`config.mk`:
```
export PLATFORM = sky130hd
export DESIGN_NAME = pe_boundary_feeder
export DESIGN_NICKNAME = d
export VERILOG_FILES = /design/src/rtl/pe_boundary_feeder.sv
export SDC_FILE = /design/constraint.sdc
export NUM_CORES = 1
export LEC_CHECK = 0
export ABC_AREA = 1
export CAP_MARGIN = 40
export CORE_MARGIN = 10
export CORE_UTILIZATION = 30
export CTS_BUF_LIST = sky130_fd_sc_hd__clkbuf_8
export DETAILED_ROUTE_END_ITERATION = 8
export SYNTH_ARGS = -nofsm -noshare
export SYNTH_HDL_FRONTEND = slang
export SYNTH_SLANG_ARGS = --single-unit
```
`constraint.sdc`:
```
create_clock -name clk -period 3.9 [get_ports clk]
set_input_delay 0.78 -clock clk [delete_from_list [all_inputs] [get_ports clk]]
set_output_delay 0.78 -clock clk [all_outputs]
set_load 0.005 [all_outputs]
```
`src/rtl/pe_boundary_feeder.sv`:
```
// Read-side feeder between systolic passes: pass 0 emits constant boundary tuples,
// later passes replay delay-line tuples from a small FIFO into PE column 0.
module pe_boundary_feeder #(
  parameter int W          = 12,
  parameter int ROW_NUM    = 128,
  parameter int PASS_NUM   = 4,
  parameter int FIFO_DEPTH = 4,
  localparam int RW = $clog2(ROW_NUM),
  localparam int PW = $clog2(PASS_NUM),
  localparam int AW = $clog2(FIFO_DEPTH)
) (
  input  logic          clk,
  input  logic          reset,
  input  logic          start,
  input  logic          in_valid,
  input  logic [W-1:0]  max_in,
  input  logic [W-1:0]  v_in,
  input  logic [W-1:0]  f_in,
  output logic          in_ready,
  output logic          out_valid,
  input  logic          out_ready,
  output logic [W-1:0]  max_out,
  output logic [W-1:0]  v_out,
  output logic [W-1:0]  f_out,
  output logic [RW-1:0] row_idx,
  output logic [PW-1:0] pass_idx,
  output logic          busy,
  output logic          done,
  output logic [W-1:0]  best_max,
  output logic          overflow
);

  typedef struct packed {
    logic [W-1:0] mx;
    logic [W-1:0] v;
    logic [W-1:0] f;
  } tuple_t;

  typedef enum logic [1:0] {IDLE, INIT, FWD, DONE} state_t;

  localparam tuple_t         INIT_T    = {{W{1'b0}}, {W{1'b0}}, W'(-4)};
  localparam logic [RW-1:0]  ROW_LAST  = RW'(ROW_NUM - 1);
  localparam logic [PW-1:0]  PASS_LAST = PW'(PASS_NUM - 1);
  localparam logic [AW:0]    DEPTH     = (AW+1)'(FIFO_DEPTH);

  state_t        state, state_nx;
  tuple_t        mem [FIFO_DEPTH];
  tuple_t        out_q, in_t;
  logic [AW-1:0] wptr, rptr;
  logic [AW:0]   count;
  logic          full, empty, active, start_go;
  logic          push, pop, xfer, last_row, last_pass, fin;

  assign in_t      = {max_in, v_in, f_in};
  assign full      = (count == DEPTH);
  assign empty     = (count == '0);
  assign in_ready  = !full;
  assign active    = (state == INIT) || (state == FWD);
  assign start_go  = (state == IDLE) && start;
  assign push      = in_valid && !full && active;
  assign xfer      = out_valid && out_ready;
  assign last_row  = (row_idx == ROW_LAST);
  assign last_pass = (pass_idx == PASS_LAST);
  assign fin       = (state == FWD) && xfer && last_row && last_pass;
  // The last pass-0 transfer pulls the FIFO head straight in, so pass 1 starts without a bubble.
  assign pop       = !empty && (((state == FWD) && (!out_valid || xfer) && !fin) ||
                                ((state == INIT) && xfer && last_row));

  assign busy    = active;
  assign done    = (state == DONE);
  assign max_out = out_q.mx;
  assign v_out   = out_q.v;
  assign f_out   = out_q.f;

  always_ff @(posedge clk or negedge reset) begin
    if (!reset) state <= IDLE;
    else        state <= state_nx;
  end

  always_comb begin
    state_nx = state;
    case (state)
      IDLE:    if (start_go) state_nx = INIT;
      INIT:    if (xfer && last_row) state_nx = FWD;
      FWD:     if (fin) state_nx = DONE;
      DONE:    state_nx = IDLE;
      default: state_nx = IDLE;
    endcase
  end

  always_ff @(posedge clk) begin
    if (push) mem[wptr] <= in_t;
  end

  // Leftover tuples are discarded on completion; start also clears any stale contents.
  always_ff @(posedge clk or negedge reset) begin
    if (!reset) begin
      wptr  <= '0;
      rptr  <= '0;
      count <= '0;
    end else if (start_go || state == DONE) begin
      wptr  <= '0;
      rptr  <= '0;
      count <= '0;
    end else begin
      if (push) wptr <= wptr + AW'(1);
      if (pop)  rptr <= rptr + AW'(1);
      count <= count + (AW+1)'(push) - (AW+1)'(pop);
    end
  end

  always_ff @(posedge clk or negedge reset) begin
    if (!reset) begin
      out_valid <= 1'b0;
      out_q     <= INIT_T;
    end else if (start_go) begin
      out_valid <= 1'b1;
      out_q     <= INIT_T;
    end else if (pop) begin
      out_valid <= 1'b1;
      out_q     <= mem[rptr];
    end else if (state == DONE || (xfer && (state == FWD || last_row))) begin
      out_valid <= 1'b0;
    end
  end

  always_ff @(posedge clk or negedge reset) begin
    if (!reset) begin
      row_idx  <= '0;
      pass_idx <= '0;
    end else if (start_go) begin
      row_idx  <= '0;
      pass_idx <= '0;
    end else if (active && xfer) begin
      if (last_row) begin
        row_idx <= '0;
        if (!fin) pass_idx <= pass_idx + PW'(1);
      end else begin
        row_idx <= row_idx + RW'(1);
      end
    end
  end

  always_ff @(posedge clk or negedge reset) begin
    if (!reset) begin
      best_max <= '0;
      overflow <= 1'b0;
    end else if (start_go) begin
      best_max <= '0;
      overflow <= 1'b0;
    end else begin
      if (state == FWD && xfer && $signed(max_out) > $signed(best_max)) best_max <= max_out;
      if (active && in_valid && full) overflow <= 1'b1;
    end
  end

endmodule
```
==> flow_summary.json <==
{
  "skew_ns": 0.0253,
  "slew_violations": 0,
  "cap_violations": 0,
  "hpwl_mm": 14.0,
  "hold_buffers": 0,
  "htreeDepth": 2,
  "synth.distinct_cells": 37,
  "cts_buffers": 37,
  "postCtsSetupRepairBufs": 0,
  "clk_pin_slew_ns": 0.06,
  "crit_fanout": 5,
  "power_density_nw_per_um2": 698,
  "grt_usage": 0.119,
  "gp_congestion": 0.755,
  "grt_pass1_wl_mm": 34.7,
  "pwr-share-clk": 0.266,
  "antenna_found_initial": 5,
  "io_buffers": 102,
  "rsz0062_at_grt": "no",
  "die_h_um": 193,
  "detail-route-antenna-nets": 0,
  "seq_area_frac_synth": 0.676,
  "p_seq_frac": 0.403,
  "top_layer_used": "met5",
  "power_leakage_nw": 4.47,
  "num_vias": 6106,
  "worstSetupStartpointType": "register",
  "grt_max_degree": 74,
  "synth_top_area_share": 0.484,
  "core_area_um2": 29500,
  "drt_wl_total_mm": 22.1,
  "start_util": 0.303,
  "switching_share": 0.346,
  "syn-instance-count": 780,
  "fmax_mhz": 366,
  "grt_pass1_vias": 6206,
  "ys_top_cells_by_area": "edfxtp_1, dfrtp_1, nand2_1, o21ai_0, nor2_1",
  "layout_common_cells": "edfxtp_1, nand2_1, clkdlybuf4s50_1",
  "nFillCells": 2823,
  "cts.sinks": 212,
  "yosysWarnings": 0,
  "p_comb_frac": 0.331,
  "post-route-min-period_ns": 2.73,
  "ff2ff_path_depth": 17,
  "overflow": 0,
  "synth_area_per_cell_um2": 11.5,
  "root_buffer": "clkbuf_8",
  "synth_area_um2": 8930,
  "crit_required_ns": 3.12,
  "setup_viol": 0,
  "via_per_inst": 4.63,
  "relSlewSlack": 0.492,
  "wl_met1_mm": 10.4,
  "ff2ff_setup_slack_ns": 1.29,
  "critPathKind": "reg -> out",
  "wl_met2_mm": 9.72,
  "drt_iter0_drc": 427,
  "hold_class": "in -> async",
  "regArea_um2": 6040,
  "syn_nets": 847,
  "drive_gt1_frac": 0.107,
  "end_kind": "output port",
  "tightest_slew_ns": 0.762,
  "status": "completed",
  "cp.arrival_ns": 1.95,
  "post_cts_resized": 0,
  "wl_met3_mm": 1.51,
  "die_w_um": 193,
  "ios": 103,
  "tns_ns": 0,
  "multi_input_area_um2": 2520,
  "nets": 965,
  "clockBufferDepth": 3,
  "irDropWorstVdd_mv": 0.273,
  "cts_tree": "built",
  "die_area_um2": 37100,
  "drt_pre_antenna_iters": 7,
  "layout_commonest_cell": "edfxtp_1",
  "finalPower_mw": 7.83,
  "final.period_utilization": 0.700,
  "row_count": 63,
  "synth_top_area_cell": "edfxtp_1",
  "post_drt_wl_per_cell_um": 16.8,
  "clk_latency_ns": 0.53,
  "hold_viol": 0,
  "areaGrowthSynthToFinish_pct": 25.6,
  "p_int_mw": 5.12,
  "power.switching_mw": 2.71,
  "drc": 0,
  "ys_ff_latch": 212
}
[cell usage after synthesis, drive strengths merged]
cell       n
xor2       3
o221ai    10
inv       57
buf       14
o21ai     83
nand4     17
a31oi      1
a22o       1
edfxtp   144
nand3     59
nor3       2
dfstp     10
nand2    137
nor2      93
or2        1
o211ai     1
ha        25
xnor2      2
dfrtp     58
a32o       1
fa         1
a21oi      7
clkbuf    26
o2111ai    1
o22ai     26
[power by group through the flow]
| stage | Combinational, mW | Clock, mW | Sequential (mW) |
|---|---|---|---|
| 2_1_floorplan | 1.57 | 0 | 3.16 |
| 3_5_place_dp | 2.64 | 0 | 3.20 |
| 5_1_grt | 2.94 | 2.25 | 3.20 |
| 3_3_place_gp | 2.60 | 0 | 3.19 |
| 6_report | 2.59 | 2.08 | 3.15 |
| 4_1_cts | 2.65 | 2.13 | 3.16 |
[routing by layer]
metal | vias up | track usage
met5 | - | 0
met4 | 8 | 0.0376
met3 | 41 | 0.0352
met2 | 159 | 0.184
met1 | 2930 | 0.157
li1 | 2968 | -
[state kept, by name, summed over array words and instances (netlist names)]
name and count:
v_out 12, mem 144, row_idx 7, state 2
pass_idx 2, best_max 12, out_valid 1, overflow 1
max_out 12, wptr 2, f_out 12, rptr 2
count 3
[per-stage QoR]
step / setup slack (ns) / area (um2) / hold WS, ns / util / instances
2_1_floorplan: 0.909 / 8930 / 0.473 / - / 780
3_3_place_gp: 0.873 / 10400 / 0.476 / 0.354 / 1248
3_5_place_dp: 0.811 / 10500 / 0.477 / 0.355 / 1249
4_1_cts: 1.15 / 11200 / 0.207 / 0.380 / 1316
5_1_grt: 1.06 / 11200 / 0.228 / 0.380 / 1316
6_report: 1.17 / 11200 / 0.204 / 0.381 / 1318
[kinds of logic after synthesis]
family	count (synthesis)	share of synthesized area
AOI/OAI and AO/OA	131	0.0839
adders and majority gates	26	0.0373
xor gates and xnor gates	5	0.00490
DFF	212	0.676
buffers and inverters	97	0.0457
and+or+nand+nor	309	0.152
[worst max-delay path, stage by stage (launching register included)]
cell,delay [ns]
dfrtp_1,0.40
inv_1,0.10
ha_1,0.38
clkdlybuf4s50_1,0.54
[final timing paths]
check,startpoint,endpoint
worst min-delay path,reset,best_max[5]
min in group clk,f_out[11],f_out[11]
max in group asynchronous,reset,f_out[6]
worst min register to register,f_out[11],f_out[11]
worst max register to register,row_idx[1],count[2]
worst max-delay path,state[1],busy
[layout make-up]
| type | instances | area share |
|---|---|---|
| Timing Repair Buffer | 119 | 0.106 |
| Inverter | 57 | 0.0191 |
| Clock inverter | 25 | 0.0163 |
| Antenna cell | 2 | 0.000446 |
| Clock buffer | 42 | 0.0515 |
| Sequential cell | 212 | 0.538 |
| Multi-Input combinational cell | 471 | 0.225 |
| Tap cell | 390 | 0.0435 |
Note: power is estimated with default switching activity, not from simulation.
